===== config.mk =====
export PLATFORM = sky130hd
export DESIGN_NAME = dfr_reservoir_sequencer
export DESIGN_NICKNAME = d
export VERILOG_FILES = /design/src/rtl/dfr_reservoir_sequencer.sv
export SDC_FILE = /design/constraint.sdc
export NUM_CORES = 1
export LEC_CHECK = 0
export CAP_MARGIN = 20
export CELL_PAD_IN_SITES_DETAIL_PLACEMENT = 0
export CELL_PAD_IN_SITES_GLOBAL_PLACEMENT = 1
export CORE_MARGIN = 2
export CORE_UTILIZATION = 47
export CTS_CLUSTER_DIAMETER = 150
export DETAILED_ROUTE_END_ITERATION = 8
export PLACE_DENSITY_LB_ADDON = 0.08
export SYNTH_ARGS = -nofsm -noshare
export SYNTH_HDL_FRONTEND = slang
export SYNTH_SLANG_ARGS = --single-unit
export TNS_END_PERCENT = 100

===== constraint.sdc =====
create_clock -name clk -period 14.45 [get_ports clk]
set_clock_uncertainty 0.15 [all_clocks]
set_input_delay 2.89 -clock clk [delete_from_list [all_inputs] [get_ports clk]]
set_output_delay 2.89 -clock clk [all_outputs]
set_load 0.02 [all_outputs]

===== src/rtl/dfr_reservoir_sequencer.sv =====
// Reservoir sequencer: per sample and virtual node, forms masked input plus scaled
// delayed feedback, runs one ASIC conversion and streams the result to reservoir memory.
module dfr_reservoir_sequencer #(
   parameter int NUM_VIRTUAL_NODES = 10,
   parameter int FEEDBACK_SHIFT    = 1,
   parameter int ADDR_WIDTH        = 16
) (
   input  logic                  clk,
   input  logic                  rst,
   input  logic                  run,
   input  logic [ADDR_WIDTH-1:0] num_samples,
   output logic [ADDR_WIDTH-1:0] sample_addr,
   input  logic [15:0]           sample_data,
   output logic [7:0]            mask_addr,
   input  logic [15:0]           mask_data,
   output logic                  asic_start,
   output logic [15:0]           asic_data_in,
   input  logic                  asic_ready,
   input  logic [15:0]           asic_data_out,
   output logic                  res_wr_en,
   output logic [31:0]           res_wr_addr,
   output logic [15:0]           res_wr_data,
   output logic                  busy,
   output logic                  done
);

   typedef enum logic [3:0] {
      S_IDLE, S_FETCH, S_FETCH_WAIT, S_COMPUTE, S_ISSUE,
      S_ACK_WAIT, S_RESULT_WAIT, S_WRITE, S_DONE
   } state_t;

   localparam logic [7:0] LAST_NODE = 8'(NUM_VIRTUAL_NODES - 1);

   state_t                state_q, state_d;
   logic [ADDR_WIDTH-1:0] s_q, s_d, num_q, num_d;
   logic [7:0]            n_q, n_d;
   logic [31:0]           wr_addr_q, wr_addr_d;
   logic                  fb_clr;
   logic [15:0]           fb_q [NUM_VIRTUAL_NODES];
   logic [15:0]           fb_sel;
   logic [31:0]           product;
   logic [16:0]           sum17;
   logic [15:0]           sat16;

   logic [ADDR_WIDTH-1:0] sample_addr_q, sample_addr_d;
   logic [7:0]            mask_addr_q, mask_addr_d;
   logic                  asic_start_q, asic_start_d;
   logic [15:0]           asic_data_in_q, asic_data_in_d;
   logic                  res_wr_en_q, res_wr_en_d;
   logic [31:0]           res_wr_addr_q, res_wr_addr_d;
   logic [15:0]           res_wr_data_q, res_wr_data_d;
   logic                  busy_q, busy_d, done_q, done_d;

   // Delay line: node n of the previous sample feeds node n of the current one
   for (genvar gi = 0; gi < NUM_VIRTUAL_NODES; gi++) begin : g_fb
      always_ff @(posedge clk or posedge rst) begin
         if (rst)
            fb_q[gi] <= '0;
         else if (fb_clr)
            fb_q[gi] <= '0;
         else if (state_q == S_WRITE && n_q == 8'(gi))
            fb_q[gi] <= res_wr_data_q;
      end
   end

   always_comb begin
      fb_sel = '0;
      for (int i = 0; i < NUM_VIRTUAL_NODES; i++)
         if (n_q == 8'(i)) fb_sel = fb_q[i];
   end

   assign product = 32'(sample_data) * 32'(mask_data);
   assign sum17   = {1'b0, product[31:16]} + {1'b0, fb_sel >> FEEDBACK_SHIFT};
   assign sat16   = sum17[16] ? 16'hFFFF : sum17[15:0];

   always_ff @(posedge clk or posedge rst) begin
      if (rst) begin
         state_q        <= S_IDLE;
         s_q            <= '0;
         n_q            <= '0;
         num_q          <= '0;
         wr_addr_q      <= '0;
         sample_addr_q  <= '0;
         mask_addr_q    <= '0;
         asic_start_q   <= 1'b0;
         asic_data_in_q <= '0;
         res_wr_en_q    <= 1'b0;
         res_wr_addr_q  <= '0;
         res_wr_data_q  <= '0;
         busy_q         <= 1'b0;
         done_q         <= 1'b0;
      end else begin
         state_q        <= state_d;
         s_q            <= s_d;
         n_q            <= n_d;
         num_q          <= num_d;
         wr_addr_q      <= wr_addr_d;
         sample_addr_q  <= sample_addr_d;
         mask_addr_q    <= mask_addr_d;
         asic_start_q   <= asic_start_d;
         asic_data_in_q <= asic_data_in_d;
         res_wr_en_q    <= res_wr_en_d;
         res_wr_addr_q  <= res_wr_addr_d;
         res_wr_data_q  <= res_wr_data_d;
         busy_q         <= busy_d;
         done_q         <= done_d;
      end
   end

   always_comb begin
      state_d   = state_q;
      s_d       = s_q;
      n_d       = n_q;
      num_d     = num_q;
      wr_addr_d = wr_addr_q;
      fb_clr    = 1'b0;
      unique case (state_q)
         S_IDLE: begin
            if (run) begin
               num_d     = num_samples;
               s_d       = '0;
               n_d       = '0;
               wr_addr_d = '0;
               fb_clr    = 1'b1;
               state_d   = (num_samples == '0) ? S_DONE : S_FETCH;
            end
         end
         S_FETCH:       state_d = S_FETCH_WAIT;
         S_FETCH_WAIT:  state_d = S_COMPUTE;
         S_COMPUTE:     state_d = S_ISSUE;
         S_ISSUE:       if (asic_ready) state_d = S_ACK_WAIT;
         S_ACK_WAIT:    if (!asic_ready) state_d = S_RESULT_WAIT;
         S_RESULT_WAIT: if (asic_ready) state_d = S_WRITE;
         S_WRITE: begin
            wr_addr_d = wr_addr_q + 32'd1;
            if (n_q < LAST_NODE) begin
               n_d     = n_q + 8'd1;
               state_d = S_FETCH;
            end else begin
               n_d = '0;
               if (s_q == num_q - ADDR_WIDTH'(1)) begin
                  state_d = S_DONE;
               end else begin
                  s_d     = s_q + ADDR_WIDTH'(1);
                  state_d = S_FETCH;
               end
            end
         end
         S_DONE:        state_d = S_IDLE;
         default:       state_d = S_IDLE;
      endcase
   end

   // Outputs are registered from the next state so they align with state_q
   always_comb begin
      sample_addr_d  = (state_d == S_FETCH) ? s_d : sample_addr_q;
      mask_addr_d    = (state_d == S_FETCH) ? n_d : mask_addr_q;
      asic_start_d   = (state_q == S_ISSUE) && asic_ready;
      asic_data_in_d = (state_q == S_COMPUTE) ? sat16 : asic_data_in_q;
      res_wr_en_d    = (state_d == S_WRITE);
      res_wr_addr_d  = (state_d == S_WRITE) ? wr_addr_q : 32'd0;
      res_wr_data_d  = (state_d == S_WRITE) ? asic_data_out : 16'd0;
      busy_d         = (state_d != S_IDLE) && (state_d != S_DONE);
      done_d         = (state_d == S_DONE);
   end

   assign sample_addr  = sample_addr_q;
   assign mask_addr    = mask_addr_q;
   assign asic_start   = asic_start_q;
   assign asic_data_in = asic_data_in_q;
   assign res_wr_en    = res_wr_en_q;
   assign res_wr_addr  = res_wr_addr_q;
   assign res_wr_data  = res_wr_data_q;
   assign busy         = busy_q;
   assign done         = done_q;

endmodule


Word level (Yosys, flattened, before mapping):

Index checks and enable logic that the tools add are counted.
Widths: inputs -> output; s select.

* bits of input ports: 68
* word-level logic and storage cells: 134
* register bits after elaboration: 328
* output and inout port bits: 92

* reduce and logical (&&, ||, !) cells: 29
* muxes and demuxes: 52
* equal/unequal tests: 22
* order comparisons: 1
* add/sub/neg operators: 5
* $mul: 1

Operators with widths (number)
* $mux 16: 35
* $mux 32: 2
* $pmux 32 s2: 1
* $add 32x1->32 const B: 1
* $eq 8x3->1 const B: 4
* $mul 16x16->32: 1
* $pmux 16 s2: 1
* $pmux 4 s8: 1
* $mux 4: 7
* $reduce_bool 2->1: 11
* $eq 4x3->1 const B: 5
* $add 16x15->17: 1
* $add 16x1->16 const B: 1
* $eq 16x16->1: 1
* $eq 8x2->1 const B: 2
* $eq 8x4->1 const B: 2
* $logic_not 16->1: 1
* $mux 8: 2
* $pmux 8 s2: 1
* $sub 16x1->16 const B: 1
* $logic_and 1x1->1: 12
* $add 8x1->8 const B: 1
* $eq 4x1->1 const B: 2
* $eq 4x2->1 const B: 2
* 10 further kinds: 12

Depth between registers and ports, before layout:

Gate-level depths: netlist (run 1).

* word-level depth: 13
* mapped depth: 33
* mapped depth without buffers: 31

Worst setup path after synthesis (run 1):

No wires, ideal clock.

* path kind: in2reg
* start point: input port mask_data[1]
* end point: register asic_data_in_q[4] (netlist: asic_data_in[4])
* stages: 30
* library setup time: 0.067 ns
* data required time: 14.233 ns
* slack: 4.184 ns
* arrival time: 10.049 ns
* buffers on the path: 2
* cells stage by stage: clkbuf_1 > nand2_1 > fa_1 > fa_1 > fa_1 > inv_1 > fa_1 > fa_1 > inv_1 > fa_1 > inv_1 > ha_1 > o21ai_0 > o21ai_0 > o211ai_1 > o31a_1 > nor2_1 > o21a_1 > o21ai_0 > a221oi_1 > ha_1 > a21o_1 > o22a_1 > o211ai_1 > a31o_2 > a21oi_1 > a21oi_1 > o31ai_1 > clkbuf_1 > o22a_1

* cells in the longest elaborated chain, start to end: 3

RTL lines
* start, declared: line 15 `input logic [15:0] mask_data,`
* $mul 16x16->32: line 72 `assign product = 32'(sample_data) * 32'(mask_data);`
* $add 16x15->17: line 73 `assign sum17 = {1'b0, product[31:16]} + {1'b0, fb_sel >> FEEDBACK_SHIFT};`
* $mux 16: line 74 `assign sat16 = sum17[16] ? 16'hFFFF : sum17[15:0];`
* end signal, assigned: line 101 `asic_data_in_q <= asic_data_in_d;`
* end, declared: line 48 `logic [15:0] asic_data_in_q, asic_data_in_d;`

Every way passes these cells.
A chain may end at the register's enable or synchronous reset.

Worst setup path after layout (run 1):

* start point: input port sample_data[11]
* end point: register asic_data_in_q[13] (netlist: asic_data_in[13])

* cells in the longest elaborated chain, start to end: 3

RTL lines
* start, declared: line 13 `input logic [15:0] sample_data,`
* $mul 16x16->32: line 72
* $add 16x15->17: line 73
* $mux 16: line 74

Every way passes these cells.

==> flow_metrics.tcl, run 1 <==
set metrics [dict create \
    netlist_top_cells_count "nand2_1 (419), dfrtp_1 (318), inv_1 (250)" \
    io_buffers 159 \
    syn_inst 2377 \
    clockRootBuffer "clkbuf_16" \
    place_area_um2 24600 \
    p_sw_w 0.00298 \
    worstPathMaxFanout 16 \
    avgRoutedWirePerCell_um 18.4 \
    htreeDepth 2 \
    cp_slowest_cell "clkdlybuf4s50_1" \
    dr.pass1.iters 7 \
    grt_max_degree 91 \
    pin_count 160 \
    cts-buffers-inserted 38 \
    cp_common_cell "fa_1" \
    cp-startpoint "sample_data[11]" \
    clk_pin_slew_ps 60 \
    clkPwrFrac_pct 15.2 \
    cts_sinks 318 \
    p_leak_nw 12.3 \
    fmaxAchievable_mhz 89.9 \
    seq_power_share_pct 19.7 \
    whs_ps 323 \
    yosys.area_share.simple_pct 17.7 \
    yosys.area.top_type_share_pct 35.4 \
    synth_flop_cell "dfrtp_1" \
    die_area_um2 49500 \
    yosysTopAreaCell "dfrtp_1" \
    clkLatencyLatePin_ps 560 \
    grt_pass1_wl_um 93800 \
    drive_above_1_share_pct 5.29 \
    slew_headroom_pct 31.0 \
    initial_core_util_pct 47.3 \
    postCtsResizedCells 0 \
    rows 80 \
    crit_arrival_ps 11400 \
    p_per_area_nw_per_um2 247 \
    timing.final.crit_share_pct 77.0 \
    grt_pass1_vias 17300 \
    synth_compound_area_share_pct 12.6 \
    cpPeakStageDelay_ps 1010 \
    period_minus_slack_ps 11130 \
    fin_nets 2870 \
    core-area_um2 47400 \
    rsz0062_at_grt "no" \
    postRouteWirelength_um 57800 \
    synth_area_um2 22500 \
    fin_util_pct 54.7 \
    r2r-start "n_q[6]" \
    finalSetupTns_ps 0 \
    cap_violations 0 \
    antenna_found_initial 2 \
    swShare_pct 46.6 \
    syn_nets 2763 \
    fin_area_um2 26000 \
    yosys.area_share.adder_pct 24.2 \
    chipWidth_um 223 \
    cts_tree "done" \
    maxSlewViolCount 0 \
    synth_mux_area_share_pct 1.75 \
    drcViolationCount 0 \
    required_ps 14730 \
    status "complete, no violations" \
    via_per_inst 5.44 \
    postRouteAntennaNets 0 \
    cts_setup_buffers 0 \
    syn_to_final_growth_pct 15.7 \
    holdCritStartpoint "fb_q[50]" \
    synth-seq-cells 318 \
    postCtsHoldBufs 0 \
    synthArstFlopShare_pct 100 \
    synth_top_family_by_area "adder cells" \
    vias 17000 \
    hold_viol 0 \
    worstSetupStartpointType "primary input" \
    worst_pin_slew_ps 1030 \
    overflow 0 \
    ir_drop_uv 366 \
    cts_buffer_depth 3 \
    p_total_w 0.00641 \
    cp-end-kind "flip-flop" \
    seq_area_frac_synth_pct 35.4 \
    dpl.hpwl_um 42200 \
    synthXorXnorAreaFrac_pct 2.03 \
    setup_viol 0 \
    track_usage_pct 23.9 \
    drt-initial-drc-count 1001 \
    finalWeightedCongestion 0.821 \
    chipHeight_um 223 \
    synth_area_per_cell_um2 9.45 \
    yosys_warnings 0 \
    power_frac_comb_pct 65.2 \
    synth.top_cells.by_area "dfrtp_1 (35%), fa_1 (17%), nand2_1 (7.0%)" \
    synth_edf_count 0 \
    yosysUniqueCellTypes 76 \
    hp-class "reg -> reg" \
    yosys.cell_count.top_type "nand2_1" \
    internal_power_w 0.00342 \
    crit_type "in -> reg" \
]
cells in the final DEF (no fill, tap or decap), drive strengths merged, types with 24 or more instances in the layout:
master           n
nor2            98
inv            253
clkdlybuf4s50  159
buf             30
clkbuf          50
o21ai          204
xnor2           34
fa             194
nand3           39
a21oi           34
and2           173
mux2i           25
nand2          419
dfrtp          318
a31oi           24
ha             124
a211oi          29
worst max-delay path, delay by kind of cell:
family                     cells  cell delay, ps
adders and majority gates      8            3760
buffers and inverters          5            1380
and+or+nand+nor                3             720
AOI/OAI and AO/OA             14            2660
through the flow:
stage | instances | setup WS (ps)
2_1_floorplan | 2377 | 2610
3_3_place_gp | 3053 | 2730
3_5_place_dp | 3054 | 2530
4_1_cts | 3124 | 3070
5_1_grt | 3129 | 2770
6_report | 3131 | 3320
layout make-up:
class | count | area (um^2)
Clock inverter | 20 | 233
Tap cell | 615 | 769
Timing Repair Buffer | 189 | 1870
Inverter | 250 | 946
Fill cell | 4353 | 21500
Multi-Input combinational cell | 1687 | 13200
Clock buffer | 50 | 1050
Sequential cell | 318 | 7960
Antenna cell | 2 | 5.00
flip-flops by register name, summed over array words and instances, names as in the netlist:
name and count:
asic_data_in 16, asic_start 1, busy 1, done 1
fb_q 150, mask_addr 8, n_q 8, num_q 16
res_wr_addr 32, res_wr_data 16, res_wr_en 1, s_q 16
sample_addr 16, state_q 4, wr_addr_q 32
cells by family (layout without fill, tap and decap cells):
logic type      after synthesis  count (layout)
mux                          36              36
buf+inv                     372             509
flops                       318             318
other cells                   0               2
fa+ha+maj                   318             318
xor+xnor                     52              52
compound gates              443             443
simple gates                838             838
power by group through the flow:
stage                     sequential, W  clock, W  combinational (W)
after floorplan                 0.00127         0            0.00303
after global placement          0.00127         0            0.00408
after detailed placement        0.00127         0            0.00415
after CTS                       0.00126  0.000998            0.00419
after global routing            0.00129   0.00104            0.00473
final                           0.00126  0.000972            0.00417
path summary, 6_finish.rpt:
path	endpoint	cells after the start	slack (ps)
hold reg to reg	fb_q[50]	2	320
hold / removal	fb_q[50]	2	320
setup reg to reg	asic_data_in[13]	18	8170
min in group asynchronous	fb_q[154]	2	2670
max in group asynchronous	wr_addr_q[20]	3	10030
setup / recovery	asic_data_in[13]	30	3320
metal layers:
layer | track usage, % | vias up | part of all wire (%)
li1 | - | 8090 | -
met1 | 33.2 | 8421 | 45
met2 | 37.5 | 411 | 46
met3 | 5.26 | 95 | 6.4
met4 | 7.27 | 0 | 2.8
met5 | 0 | - | 0
Note: power is estimated with default switching activity, not from simulation.
==> run 2, diff against run 1 <==
--- a/config.mk
+++ b/config.mk
@@ -9,7 +9,7 @@
 export CELL_PAD_IN_SITES_DETAIL_PLACEMENT = 0
 export CELL_PAD_IN_SITES_GLOBAL_PLACEMENT = 1
 export CORE_MARGIN = 2
-export CORE_UTILIZATION = 47
+export CORE_UTILIZATION = 42
 export CTS_CLUSTER_DIAMETER = 150
 export DETAILED_ROUTE_END_ITERATION = 8
 export PLACE_DENSITY_LB_ADDON = 0.08
==> constraint.sdc (replaced) <==
create_clock -name clk -period 9.48 [get_ports clk]
set_clock_uncertainty 0.15 [all_clocks]
set_input_delay 1.896 -clock clk [delete_from_list [all_inputs] [get_ports clk]]
set_output_delay 1.896 -clock clk [all_outputs]
set_load 0.02 [all_outputs]
==> run 2 against run 1 <==
  * Global-route usage is 2.2 points lower
  * Combinational power increased by 77%
  * Final area increased by 4.5%
  * Register-to-register slack lost 4500 ps
  * Power is 68% higher
  * Non-clock buffer count grew 128
  * Critical path depth decreased by 1
  * Largest power group unchanged
==> flow_metrics.tcl, run 2 (synthesis results as in run 1) <==
set metrics [dict create \
    cp_common_cell "fa_1" \
    crit_type "in -> reg" \
    chipHeight_um 235 \
    period_minus_slack_ps 9040 \
    clkLatencyLatePin_ps 550 \
    cp-end-kind "flip-flop" \
    vias 17300 \
    via_per_inst 5.19 \
    drcViolationCount 0 \
    syn_to_final_growth_pct 20.9 \
    clk_pin_slew_ps 60 \
    p_leak_nw 13.1 \
    p_per_area_nw_per_um2 398 \
    largest_reg_flops 150 \
    dpl.hpwl_um 44500 \
    cp_top_family "adder cells" \
    timing.final.crit_share_pct 95.3 \
    regMostFlops "fb_q" \
    required_ps 9740 \
    p_total_w 0.0108 \
    core-area_um2 52800 \
    rows 84 \
    fin_area_um2 27200 \
    layout_commonest_cell "nand2_1" \
    place_area_um2 25700 \
    track_usage_pct 21.7 \
    cpPeakStageDelay_ps 640 \
    crit_arrival_ps 9300 \
    clockRootBuffer "clkbuf_16" \
    postCtsHoldBufs 0 \
    crit_buf_inv 6 \
    avgRoutedWirePerCell_um 17.6 \
    worst_pin_slew_ps 1080 \
    fillers 4933 \
    ir_drop_uv 495 \
    drt-initial-drc-count 999 \
    worstSetupStartpointType "primary input" \
    grt_pass1_wl_um 97100 \
    pin_count 160 \
    cp_slowest_cell "clkdlybuf4s50_1" \
    hold_viol 0 \
    layout_common_cells "nand2_1 (419), dfrtp_1 (318), inv_1 (249)" \
    overflow 0 \
    postRouteAntennaNets 0 \
    antenna_found_initial 0 \
    finalWeightedCongestion 0.830 \
    htreeDepth 2 \
    cap_violations 0 \
    dr.pass1.iters 6 \
    grt_pass1_vias 17700 \
    io_buffers 159 \
    cts_tree "done" \
    setup_viol 0 \
    initial_core_util_pct 42.6 \
    fmaxAchievable_mhz 111 \
    drive_above_1_share_pct 10.1 \
    maxSlewViolCount 0 \
    chipWidth_um 235 \
    cts_sinks 318 \
    die_area_um2 55300 \
    whs_ps 323 \
    slew_headroom_pct 28.3 \
    cts_buffer_depth 3 \
    grt_max_degree 167 \
    postRouteWirelength_um 58500 \
    status "complete, no violations" \
    hp-class "reg -> reg" \
    worstPathMaxFanout 10 \
    fin_nets 2998 \
    cts-buffers-inserted 38 \
]
[run 2: changes by cell type in the layout (fill, tap and decap cells not counted), moves of 2 or more]
cell and delta:
clkinv_4 -2, buf_4 +122, a21oi_2 +2, dlymetal6s2s_1 +21, clkinv_2 -2, clkdlybuf4s50_1 -21
clkbuf_1 -2, buf_12 +2, clkinvlp_4 +2, a21oi_1 -2, buf_6 +4, clkbuf_8 +6
[run 2: where the power goes]
group | switching [W] | internal [W] | leakage (nW) | total [W]
clock network | 0.000581 | 0.000922 | 0.645 | 0.00150
registers | 0.000269 | 0.00165 | 4.31 | 0.00192
logic | 0.00384 | 0.00353 | 8.16 | 0.00737
[run 2: per-layer routing]
metal  GRT usage [%]  vias to the layer above  share of wire [%]
met3            3.72                       58                4.7
met5               0                        -                  0
met2            34.7                      292                 47
li1                -                     8347                  -
met1            31.0                     8581                 47
met4            4.46                        0                1.6
[run 2: final timing paths]
| check | startpoint | cells past startpoint | endpoint | slack [ps] |
|---|---|---|---|---|
| hold / removal | fb_q[50] | 2 | fb_q[50] | 320 |
| min in group asynchronous | rst | 3 | fb_q[147] | 1640 |
| setup reg to reg | n_q[6] | 18 | asic_data_in[9] | 3660 |
| hold reg to reg | fb_q[50] | 2 | fb_q[50] | 320 |
| max in group asynchronous | rst | 5 | asic_data_in[1] | 5890 |
| setup / recovery | mask_data[11] | 29 | asic_data_in[15] | 440 |
[run 2: cell type report]
| type | instances | area [um^2] | area share (%) |
|---|---|---|---|
| Antenna cell | 1 | 2.50 | 0.00922 |
| Timing Repair Buffer | 317 | 2910 | 10.7 |
| Clock inverter | 14 | 158 | 0.581 |
| Clock buffer | 55 | 1150 | 4.22 |
| Multi-Input combinational cell | 1687 | 13200 | 48.5 |
| Tap cell | 688 | 861 | 3.17 |
| Sequential cell | 318 | 7960 | 29.3 |
| Inverter | 250 | 942 | 3.47 |
[run 2: what timing repair did]
item	CTS	global route
gates resized for setup	0	30
buffers inserted	0	2
setup endpoints to repair	0	16
[run 2: worst register-to-register path, delay by kind of cell, from the launching register on]
kind	cells	cell delay, ps
simple gates	4	2170
flops	1	380
compound gates	10	2180
fa+ha+maj	2	610
buf+inv	2	260
[run 2: per-stage QoR]
stage                     utilization (%)  TNS [ps]  cells  setup slack, ps
after global placement               48.6     -4470   3252             -296
final                                51.5         0   3330              442
after floorplan                         -         0   2377              208
after detailed placement             48.7     -6010   3253             -404
after CTS                            51.1         0   3322              150
after global routing                 51.5     -14.3   3329            -14.3
==> run 3, diff against run 2 <==
--- a/config.mk
+++ b/config.mk
@@ -6,10 +6,9 @@
 export NUM_CORES = 1
 export LEC_CHECK = 0
 export CAP_MARGIN = 20
-export CELL_PAD_IN_SITES_DETAIL_PLACEMENT = 0
-export CELL_PAD_IN_SITES_GLOBAL_PLACEMENT = 1
+export CORE_ASPECT_RATIO = 0.6
 export CORE_MARGIN = 2
-export CORE_UTILIZATION = 42
+export CORE_UTILIZATION = 55
 export CTS_CLUSTER_DIAMETER = 150
 export DETAILED_ROUTE_END_ITERATION = 8
 export PLACE_DENSITY_LB_ADDON = 0.08
==> run 3 against run 2 <==
  * Clock-buffer cell count shrank 19
  * Non-clock buffer count shrank 10
  * Register-to-register slack lost 190 ps
  * Sequential share of layout area grew 0.74 points
  * Cell count shrank 5.7%
  * Critical path depth grew 2
  * Fmax shrank 2.1%
  * Utilization grew 14 points
  * Setup slack lost 190 ps
  * Critical endpoint is now asic_data_in[7]
==> flow_metrics.tcl, run 3 (synthesis results as in run 1) <==
set metrics [dict create \
    drive_above_1_share_pct 9.04 \
    via_per_inst 5.66 \
    seq_power_share_pct 17.7 \
    syn_to_final_growth_pct 17.9 \
    largest_reg_flops 150 \
    internal_power_w 0.00582 \
    maxSlewViolCount 0 \
    fillers 3318 \
    p_sw_w 0.00506 \
    grt_pass1_vias 17600 \
    p_leak_nw 12.9 \
    chipHeight_um 161 \
    fin_util_pct 65.6 \
    ir_drop_uv 681 \
    r2r.worst_path.cells 18 \
    fin_area_um2 26500 \
    endpoint "asic_data_in[7]" \
    avgRoutedWirePerCell_um 18.2 \
    crit_type "in -> reg" \
    period_minus_slack_ps 9230 \
    grt_pass1_wl_um 94400 \
    hp-class "reg -> reg" \
    whs_ps 331 \
    reg2reg_to "asic_data_in[7]" \
    path_depth 31 \
    cp-end-kind "flip-flop" \
    timing.final.crit_share_pct 97.3 \
    clkLatencyLatePin_ps 560 \
    core-area_um2 40400 \
    post-place-ws_ps -505 \
    postRouteAntennaNets 0 \
    pin_count 160 \
    insertedDiodeCount 0 \
    grt_max_degree 202 \
    stdcell_count 3141 \
    cts-buffers-inserted 27 \
    finalWeightedCongestion 0.912 \
    postCtsHoldBufs 0 \
    drt-initial-drc-count 1554 \
    final-seq-area_um2 7960 \
    multi_input_area_um2 13200 \
    swShare_pct 46.5 \
    io_buffers 159 \
    cap_violations 0 \
    dr.pass1.iters 8 \
    place_inst 3088 \
    gr-usage-met3_pct 6.32 \
    p_per_area_nw_per_um2 411 \
    worst_pin_slew_ps 1120 \
    worstPathMaxFanout 6 \
    cts_tree "done" \
    grt_util_met1_pct 46.3 \
    crit_buf_inv 6 \
    cp_top_family "adder cells" \
    htreeDepth 1 \
    overflow 0 \
    r2r-start "n_q[6]" \
    top_usage_layer "met1" \
    cp-startpoint "sample_data[13]" \
    status "complete, no violations" \
    holdCritStartpoint "fb_q[95]" \
    antenna_found_initial 0 \
    regMostFlops "fb_q" \
    clkPwrFrac_pct 10.5 \
    power_frac_comb_pct 71.7 \
    worst_slack_ps 253 \
    cp_slowest_cell "fa_1" \
    crit_arrival_ps 9510 \
    chipWidth_um 265 \
    clk_pin_slew_ps 70 \
    cts_buffer_depth 3 \
    fin_nets 2977 \
    postCtsResizedCells 0 \
    layout_commonest_cell "nand2_1" \
    layout_common_cells "nand2_1 (419), dfrtp_1 (318), inv_1 (249)" \
    grt_util_met2_pct 36.6 \
    cts_setup_buffers 0 \
    cts_sinks 318 \
    fmaxAchievable_mhz 108 \
    clockRootBuffer "clkbuf_16" \
    vias 17800 \
    rrSetupSlack_ps 3470 \
    slew_headroom_pct 25.4 \
    setup_viol 0 \
    worstSetupStartpointType "primary input" \
    cpPeakStageDelay_ps 550 \
    required_ps 9770 \
    initial_core_util_pct 55.6 \
    postRouteWirelength_um 57200 \
    dpl.hpwl_um 44500 \
    drcViolationCount 0 \
    rows 57 \
    cp_common_cell "fa_1" \
    die_area_um2 42500 \
    track_usage_pct 27.6 \
    place_area_um2 25400 \
    hold_viol 0 \
]
[run 3: through the flow]
stage	setup TNS [ps]	total power, W
floorplan	0	0.00655
global placement	-5120	0.00926
detailed placement	-7670	0.00946
CTS	0	0.0107
global route	-165	0.0118
finish	0	0.0109
[run 3: worst min path at each step]
stage,to,slack [ps],cells past startpoint
6_report,fb_q[95],330,2
5_1_grt,mask_addr[7],350,1
4_1_cts,fb_q[27],340,2
3_5_place_dp,fb_q[27],320,2
3_3_place_gp,fb_q[50],310,2
2_1_floorplan,fb_q[50],290,2
[run 3: metal layers]
metal | vias up | wire [um]
met5 | - | 0
met4 | 0 | 601
met3 | 54 | 4650
met2 | 535 | 22900
met1 | 8905 | 29000
li1 | 8294 | -
[run 3: final cells by class]
type                       count  area share (%)
clock buffer                  36            2.83
clock inverter                12           0.548
inverter                     250            3.56
multi-input combinational   1687            49.8
sequential                   318            30.1
tap                          531            2.51
timing repair buffer         307            10.7
[run 3: tightest hold or removal path, cell delays in order, from the launching register on]
cell and delay [ps]:
dfrtp_1 340, nand2_1 40, o21ai_0 60
[run 3: power groups by stage]
stage / logic [W] / registers, W / clock network (W)
floorplan: 0.00461 / 0.00194 / 0
global placement: 0.00733 / 0.00193 / 0
detailed placement: 0.00752 / 0.00194 / 0
CTS: 0.00760 / 0.00192 / 0.00117
global route: 0.00861 / 0.00197 / 0.00122
finish: 0.00780 / 0.00193 / 0.00115
